--- config.mk ---
export PLATFORM = sky130hd
export DESIGN_NAME = edge_word_writer_flat
export DESIGN_NICKNAME = d
export VERILOG_FILES = /design/src/rtl/edge_word_writer_if.sv /design/src/rtl/edge_word_writer.sv /design/src/flat_wrapper.sv
export SDC_FILE = /design/constraint.sdc
export NUM_CORES = 1
export LEC_CHECK = 0
export BUFFER_PORTS_ARGS = -buffer_cell sky130_fd_sc_hd__buf_2
export CORE_UTILIZATION = 58
export CTS_BUF_LIST = sky130_fd_sc_hd__clkbuf_2 sky130_fd_sc_hd__clkbuf_4 sky130_fd_sc_hd__clkbuf_8
export CTS_CLUSTER_SIZE = 28
export DETAILED_ROUTE_END_ITERATION = 7
export GPL_ROUTABILITY_DRIVEN = 0
export MAX_ROUTING_LAYER = met4
export PLACE_DENSITY = 0.74
export RECOVER_POWER = 100
export SYNTH_ARGS = -nofsm -noshare
export SYNTH_HDL_FRONTEND = slang
export SYNTH_SLANG_ARGS = --single-unit
--- constraint.sdc ---
create_clock -name clk -period 15.6 [get_ports clk]
set_input_delay 2.34 -clock clk [delete_from_list [all_inputs] [get_ports clk]]
set_output_delay 2.34 -clock clk [all_outputs]
set_load 0.02 [all_outputs]
--- src/rtl/edge_word_writer_if.sv ---
// Pixel stream in, packed-word write stream out, for edge_word_writer.
interface edge_word_writer_if #(
  parameter int WORD_W = 32
);
  logic              pix_valid;
  logic              pix_bit;
  logic              pix_ready;
  logic              wr_req;
  logic [31:0]       wr_addr;
  logic [WORD_W-1:0] wr_data;
  logic              wr_ack;

  // Block side: consumes pixels, masters the SRAM write stream.
  modport master (
    input  pix_valid, pix_bit, wr_ack,
    output pix_ready, wr_req, wr_addr, wr_data
  );

  // Environment side: produces pixels, acknowledges writes.
  modport slave (
    output pix_valid, pix_bit, wr_ack,
    input  pix_ready, wr_req, wr_addr, wr_data
  );
endinterface

--- src/rtl/edge_word_writer.sv ---
// Packs a 1-bit edge stream into WORD_W-bit words (MSB = leftmost pixel),
// queues {addr,data} in a small FIFO and writes a completion flag per frame.
module edge_word_writer #(
  parameter int          WORD_W     = 32,
  parameter int          IMG_W      = 640,
  parameter int          IMG_H      = 480,
  parameter int          FIFO_DEPTH = 4,
  parameter int          SERPENTINE = 1,
  parameter logic [31:0] ADDR_STEP  = 32'd4,
  parameter logic [31:0] DONE_ADDR  = 32'd4
) (
  input  logic                clk,
  input  logic                n_rst,
  input  logic                img_start,
  input  logic [31:0]         base_addr,
  edge_word_writer_if.master  bus,
  output logic                busy,
  output logic                img_done
);
  localparam int LOG_W = $clog2(WORD_W);
  localparam int WPR   = (IMG_W + WORD_W - 1) / WORD_W;
  localparam int COL_W = (IMG_W > 1) ? $clog2(IMG_W) : 1;
  localparam int ROW_W = (IMG_H > 1) ? $clog2(IMG_H) : 1;
  localparam int PTR_W = $clog2(FIFO_DEPTH);
  localparam int CNT_W = PTR_W + 1;

  typedef enum logic [2:0] {S_IDLE, S_RUN, S_DRAIN, S_FLAG, S_DONE} state_t;

  state_t            state, state_nxt;
  logic [COL_W-1:0]  col;
  logic [ROW_W-1:0]  row;
  logic [WORD_W-1:0] pack;
  logic [31:0]       base_q;

  logic [31:0]       fifo_addr [FIFO_DEPTH];
  logic [WORD_W-1:0] fifo_data [FIFO_DEPTH];
  logic [PTR_W-1:0]  wptr, rptr;
  logic [CNT_W-1:0]  count;

  logic              start_ok, fifo_full, fifo_empty, fifo_req;
  logic              accept, reverse, word_end, push, pop;
  logic              col_last, row_last, last_pix;
  logic [31:0]       x, word_idx, push_addr;
  logic [LOG_W-1:0]  sub;
  logic [WORD_W-1:0] pix_word;

  // Pixel position, packing and push decision for the current pixel.
  always_comb begin
    start_ok   = img_start & ((state == S_IDLE) | (state == S_DONE));
    fifo_full  = (count == CNT_W'(FIFO_DEPTH));
    fifo_empty = (count == '0);
    fifo_req   = !fifo_empty & ((state == S_RUN) | (state == S_DRAIN));
    accept     = bus.pix_valid & (state == S_RUN) & !fifo_full;
    reverse    = (SERPENTINE != 0) & row[0];
    x          = reverse ? (32'(IMG_W - 1) - 32'(col)) : 32'(col);
    sub        = x[LOG_W-1:0];
    word_idx   = x >> LOG_W;
    // Bit WORD_W-1-sub is exactly ~sub for a power-of-two word width.
    pix_word   = WORD_W'(bus.pix_bit) << (~sub);
    word_end   = reverse ? (sub == '0)
                         : ((sub == '1) | (x == 32'(IMG_W - 1)));
    push       = accept & word_end;
    pop        = fifo_req & bus.wr_ack;
    col_last   = (col == COL_W'(IMG_W - 1));
    row_last   = (row == ROW_W'(IMG_H - 1));
    last_pix   = accept & col_last & row_last;
    push_addr  = base_q + (32'(row) * 32'(WPR) + word_idx) * ADDR_STEP;
  end

  // Next-state logic and output decode.
  always_comb begin
    state_nxt     = state;
    bus.pix_ready = (state == S_RUN) & !fifo_full;
    bus.wr_req    = fifo_req | (state == S_FLAG);
    bus.wr_addr   = '0;
    bus.wr_data   = '0;
    busy          = (state != S_IDLE) & (state != S_DONE);
    img_done      = (state == S_DONE);
    if (fifo_req) begin
      bus.wr_addr = fifo_addr[rptr];
      bus.wr_data = fifo_data[rptr];
    end else if (state == S_FLAG) begin
      bus.wr_addr = DONE_ADDR;
      bus.wr_data = WORD_W'(1);
    end
    unique case (state)
      S_IDLE:  if (start_ok) state_nxt = S_RUN;
      S_RUN:   if (last_pix) state_nxt = S_DRAIN;
      S_DRAIN: if (fifo_empty) state_nxt = S_FLAG;
      S_FLAG:  if (bus.wr_ack) state_nxt = S_DONE;
      S_DONE:  if (start_ok) state_nxt = S_RUN;
      default: state_nxt = S_IDLE;
    endcase
  end

  // State register.
  always_ff @(posedge clk or negedge n_rst) begin
    if (!n_rst) state <= S_IDLE;
    else        state <= state_nxt;
  end

  // Frame position, base address and partial-word pack register.
  always_ff @(posedge clk or negedge n_rst) begin
    if (!n_rst) begin
      col    <= '0;
      row    <= '0;
      pack   <= '0;
      base_q <= '0;
    end else if (start_ok) begin
      col    <= '0;
      row    <= '0;
      pack   <= '0;
      base_q <= base_addr;
    end else if (accept) begin
      if (col_last) begin
        col <= '0;
        row <= row + 1'b1;
      end else begin
        col <= col + 1'b1;
      end
      pack <= push ? '0 : (pack | pix_word);
    end
  end

  // Write FIFO pointers and count; reset discards any queued words.
  always_ff @(posedge clk or negedge n_rst) begin
    if (!n_rst) begin
      wptr  <= '0;
      rptr  <= '0;
      count <= '0;
    end else begin
      if (push) wptr <= wptr + 1'b1;
      if (pop)  rptr <= rptr + 1'b1;
      count <= count + CNT_W'(push) - CNT_W'(pop);
    end
  end

  // FIFO storage; completed word includes the completing pixel.
  always_ff @(posedge clk) begin
    if (push) begin
      fifo_addr[wptr] <= push_addr;
      fifo_data[wptr] <= pack | pix_word;
    end
  end
endmodule

--- src/flat_wrapper.sv ---
// flat-port wrapper written by rule: the top's interface ports become plain ports
module edge_word_writer_flat 
#(
  parameter int          WORD_W     = 32,
  parameter int          IMG_W      = 640,
  parameter int          IMG_H      = 480,
  parameter int          FIFO_DEPTH = 4,
  parameter int          SERPENTINE = 1,
  parameter logic [31:0] ADDR_STEP  = 32'd4,
  parameter logic [31:0] DONE_ADDR  = 32'd4
)
  (clk, n_rst, img_start, base_addr, busy, img_done, bus_pix_valid, bus_pix_bit, bus_wr_ack, bus_pix_ready, bus_wr_req, bus_wr_addr, bus_wr_data);
  edge_word_writer_if #(.WORD_W(WORD_W)) bus_i ();
  input  logic clk;
  input  logic n_rst;
  input  logic img_start;
  input  logic [31:0] base_addr;
  output logic busy;
  output logic img_done;
  input wire logic [$bits(bus_i.pix_valid)-1:0] bus_pix_valid;
  input wire logic [$bits(bus_i.pix_bit)-1:0] bus_pix_bit;
  input wire logic [$bits(bus_i.wr_ack)-1:0] bus_wr_ack;
  output wire logic [$bits(bus_i.pix_ready)-1:0] bus_pix_ready;
  output wire logic [$bits(bus_i.wr_req)-1:0] bus_wr_req;
  output wire logic [$bits(bus_i.wr_addr)-1:0] bus_wr_addr;
  output wire logic [$bits(bus_i.wr_data)-1:0] bus_wr_data;
  assign bus_i.pix_valid = bus_pix_valid;
  assign bus_i.pix_bit = bus_pix_bit;
  assign bus_i.wr_ack = bus_wr_ack;
  assign bus_pix_ready = bus_i.pix_ready;
  assign bus_wr_req = bus_i.wr_req;
  assign bus_wr_addr = bus_i.wr_addr;
  assign bus_wr_data = bus_i.wr_data;
  edge_word_writer #(.WORD_W(WORD_W), .IMG_W(IMG_W), .IMG_H(IMG_H), .FIFO_DEPTH(FIFO_DEPTH), .SERPENTINE(SERPENTINE), .ADDR_STEP(ADDR_STEP), .DONE_ADDR(DONE_ADDR)) u_core (.clk(clk), .n_rst(n_rst), .img_start(img_start), .base_addr(base_addr), .bus(bus_i), .busy(busy), .img_done(img_done));
endmodule
==> results.toml <==
[grt]
antenna_found_initial = 1
grt_pass1_wl_um = 53400
grt_max_degree = 63
grt_usage_pct = 24.6
grt_overflow_total = 0
grt_pass1_vias = 9985

[placed_design]
placed_cell_area_sq_um = 17500
io_buffers = 105
dpl.hpwl_um = 21300

[route]
avgRoutedWirePerCell_um = 19.0
viasPerCell = 5.77
wirelength_um = 33700
vias = 10220
drtIter0Drc = 840
drcViolationCount = 0
drtPass1Iterations = 5
ant_nets = 0

[critical_path]
slowest_delay_ns = 2.70
cp-start-kind = "flip-flop"
arrival_ns = 6.38
path_class = "flip-flop to output pin"
critPathCaptureType = "output pin"
cp.required_ns = 13.26
crit_slowest_cell = "clkbuf_1"
worstPathMaxFanout = 43
critPathTopFamily = "buffers and inverters"
critPathBufInv = 2
cp_cell_sequence = "clkbuf_1 -> mux4_2 -> nor2b_1 -> maj3_1 -> nor2b_1 -> clkbuf_1"

[clocking]
cts_root_buf = "clkbuf_8"
cts_tree = "yes"
htreeDepth = 2
clk_pin_slew_ns = 0.06
cts_inserted_buffers = 54
cts_buffer_depth = 3
post_cts_resized = 0
post_cts_buffers = 0
clock_sinks = 349
clock_latency_ns = 0.61
postCtsHoldBufs = 0

[sta]
drv_slew = 601
finalSetupTns_ns = 0
tightest_slew_ns = 3.74
fin_skew_ns = 0.0321
finalSetupViolations = 0
min_period_over_period_pct = 55.9
slew_headroom_pct = -149
post-route-min-period_ns = 8.72
max_freq_mhz = 115
finalHoldViolCount = 0
rsz0062_at_grt = "no"

[logic_synthesis]
syn_nets = 1333
synth_area_leader_cell = "edfxtp_1"
synthTopCellsByArea = "edfxtp_1, dfrtp_1, mux4_2"
synth_edf_count = 256
synthFlopType = "edfxtp_1"
synth_commonest_cells = "edfxtp_1, nand2_1, dfrtp_1, nor2b_1, ha_1"
synth_seq_cells = 349
yosys_warnings = 0
ys_async_sr_fraction_pct = 26.6
syn_area_per_cell_sq_um = 13.5
syn_area_sq_um = 16600
synth_cell_types = 70
yosysMostFrequentCell = "edfxtp_1"
synthCells = 1225
synth_top_area_share_pct = 46.3
yosysSeqAreaShare_pct = 60.3

[run_status]
status = "finished, violations left"
violations = "capacitance limit, slew limit"

[power_and_ir_drop]
total_power_uw = 2750
power.density_cell_area_nw_per_um2 = 148
ir_worst_vdd_mv = 0.0972
leakage_uw = 0.00710

[layout]
layout-drive-gt1-share_pct = 15.3
fin_nets = 1456
syn_to_final_growth_pct = 11.7
final.fill_count = 2110
stdcell_area_sq_um = 18500
diodes = 0
fin_util_pct = 66.3

[die]
dieArea_sq_um = 29300
num_rows = 61
initial_core_util_pct = 59.4
dieHeight_um = 171
core_area_sq_um = 27900
io-pin-count = 106
die_x_um = 171

[min_path]
hold_class = "flip-flop to flip-flop"

[job]
drv_cap = 16
==> layout by cell type, fill, tap and decap left out, types with 38 or more instances in the layout <==
cell type	netlist	routed
nor2b_1	74	74
a21oi_1	49	49
clkbuf_8	0	59
dfrtp_1	93	93
ha_1	66	66
edfxtp_1	256	256
nor2_1	37	38
mux4_2	64	64
clkbuf_1	28	76
nand2_1	169	169
==> metal layers <==
metal / global-route usage [%] / part of all wire (%) / wire [um]
met2: 37.3 / 46 / 15500
met1: 35.7 / 48 / 16000
met5: - / 0 / 0
met4: 5.40 / 1.1 / 380
met3: 3.65 / 5.3 / 1800
==> worst min-delay path, cell delays in order, from the launching register on <==
cell and delay [ns]:
dfrtp_1 0.35, nand2_1 0.05, nand2_1 0.06
==> layout make-up <==
cell class / count / area (sq um) / area share (%)
Clock buffer: 81 / 977 / 5.27
Multi-Input combinational cell: 792 / 6190 / 33.4
Timing Repair Buffer: 114 / 478 / 2.58
Clock inverter: 20 / 254 / 1.37
Inverter: 37 / 139 / 0.749
Sequential cell: 349 / 10000 / 54.0
Tap cell: 378 / 473 / 2.55
==> flip-flops by register name, summed over array words and instances, names as in the netlist <==
signal,cells
u_core.fifo_addr,128
u_core.fifo_data,128
u_core.base_q,32
u_core.pack,32
u_core.col,10
u_core.row,9
u_core.count,3
u_core.state,3
u_core.rptr,2
u_core.wptr,2
==> kinds of logic (layout without fill, tap and decap cells) <==
| family | count (synthesis) | in the layout | share of synthesized area [%] |
|---|---|---|---|
| AO/OA/AOI/OAI | 218 | 218 | 8.72 |
| XOR/XNOR | 59 | 59 | 3.11 |
| adder cells (fa/ha/maj) | 73 | 73 | 5.64 |
| buffers and inverters | 84 | 252 | 2.10 |
| flip-flops | 349 | 349 | 60.3 |
| multiplexers | 68 | 68 | 8.93 |
| AND/OR/NAND/NOR | 374 | 374 | 11.2 |
==> where the power goes <==
part | switching [uW] | total [uW] | leakage, uW | internal [uW]
Combinational | 455 | 766 | 0.00295 | 311
Clock | 355 | 845 | 0.000653 | 489
Sequential | 68.9 | 1140 | 0.00349 | 1070
Total | 879 | 2750 | 0.00710 | 1870
==> per-stage QoR <==
| stage | cells | hold WS (ns) | setup slack, ns |
|---|---|---|---|
| 4_1_cts | 1771 | 0.488 | 9.40 |
| 2_1_floorplan | 1225 | 0.452 | 10.43 |
| 5_1_grt | 1771 | 0.511 | 6.16 |
| 3_3_place_gp | 1670 | 0.465 | 9.70 |
| 6_report | 1771 | 0.483 | 6.88 |
| 3_5_place_dp | 1670 | 0.473 | 9.51 |
==> final timing paths <==
check / start / endpoint / slack, ns / cells past startpoint
worst max-delay path: u_core.rptr[0] / bus_wr_addr[2] / 6.88 / 6
max in group asynchronous: n_rst / u_core.base_q[9] / 9.27 / 2
worst max register to register: u_core.row[0] / u_core.fifo_addr[0][26] / 9.02 / 24
worst min register to register: u_core.base_q[4] / u_core.base_q[4] / 0.48 / 2
worst min-delay path: u_core.base_q[4] / u_core.base_q[4] / 0.48 / 2
min in group asynchronous: n_rst / u_core.pack[28] / 2.30 / 1
Power figures use the tool's default switching activity.
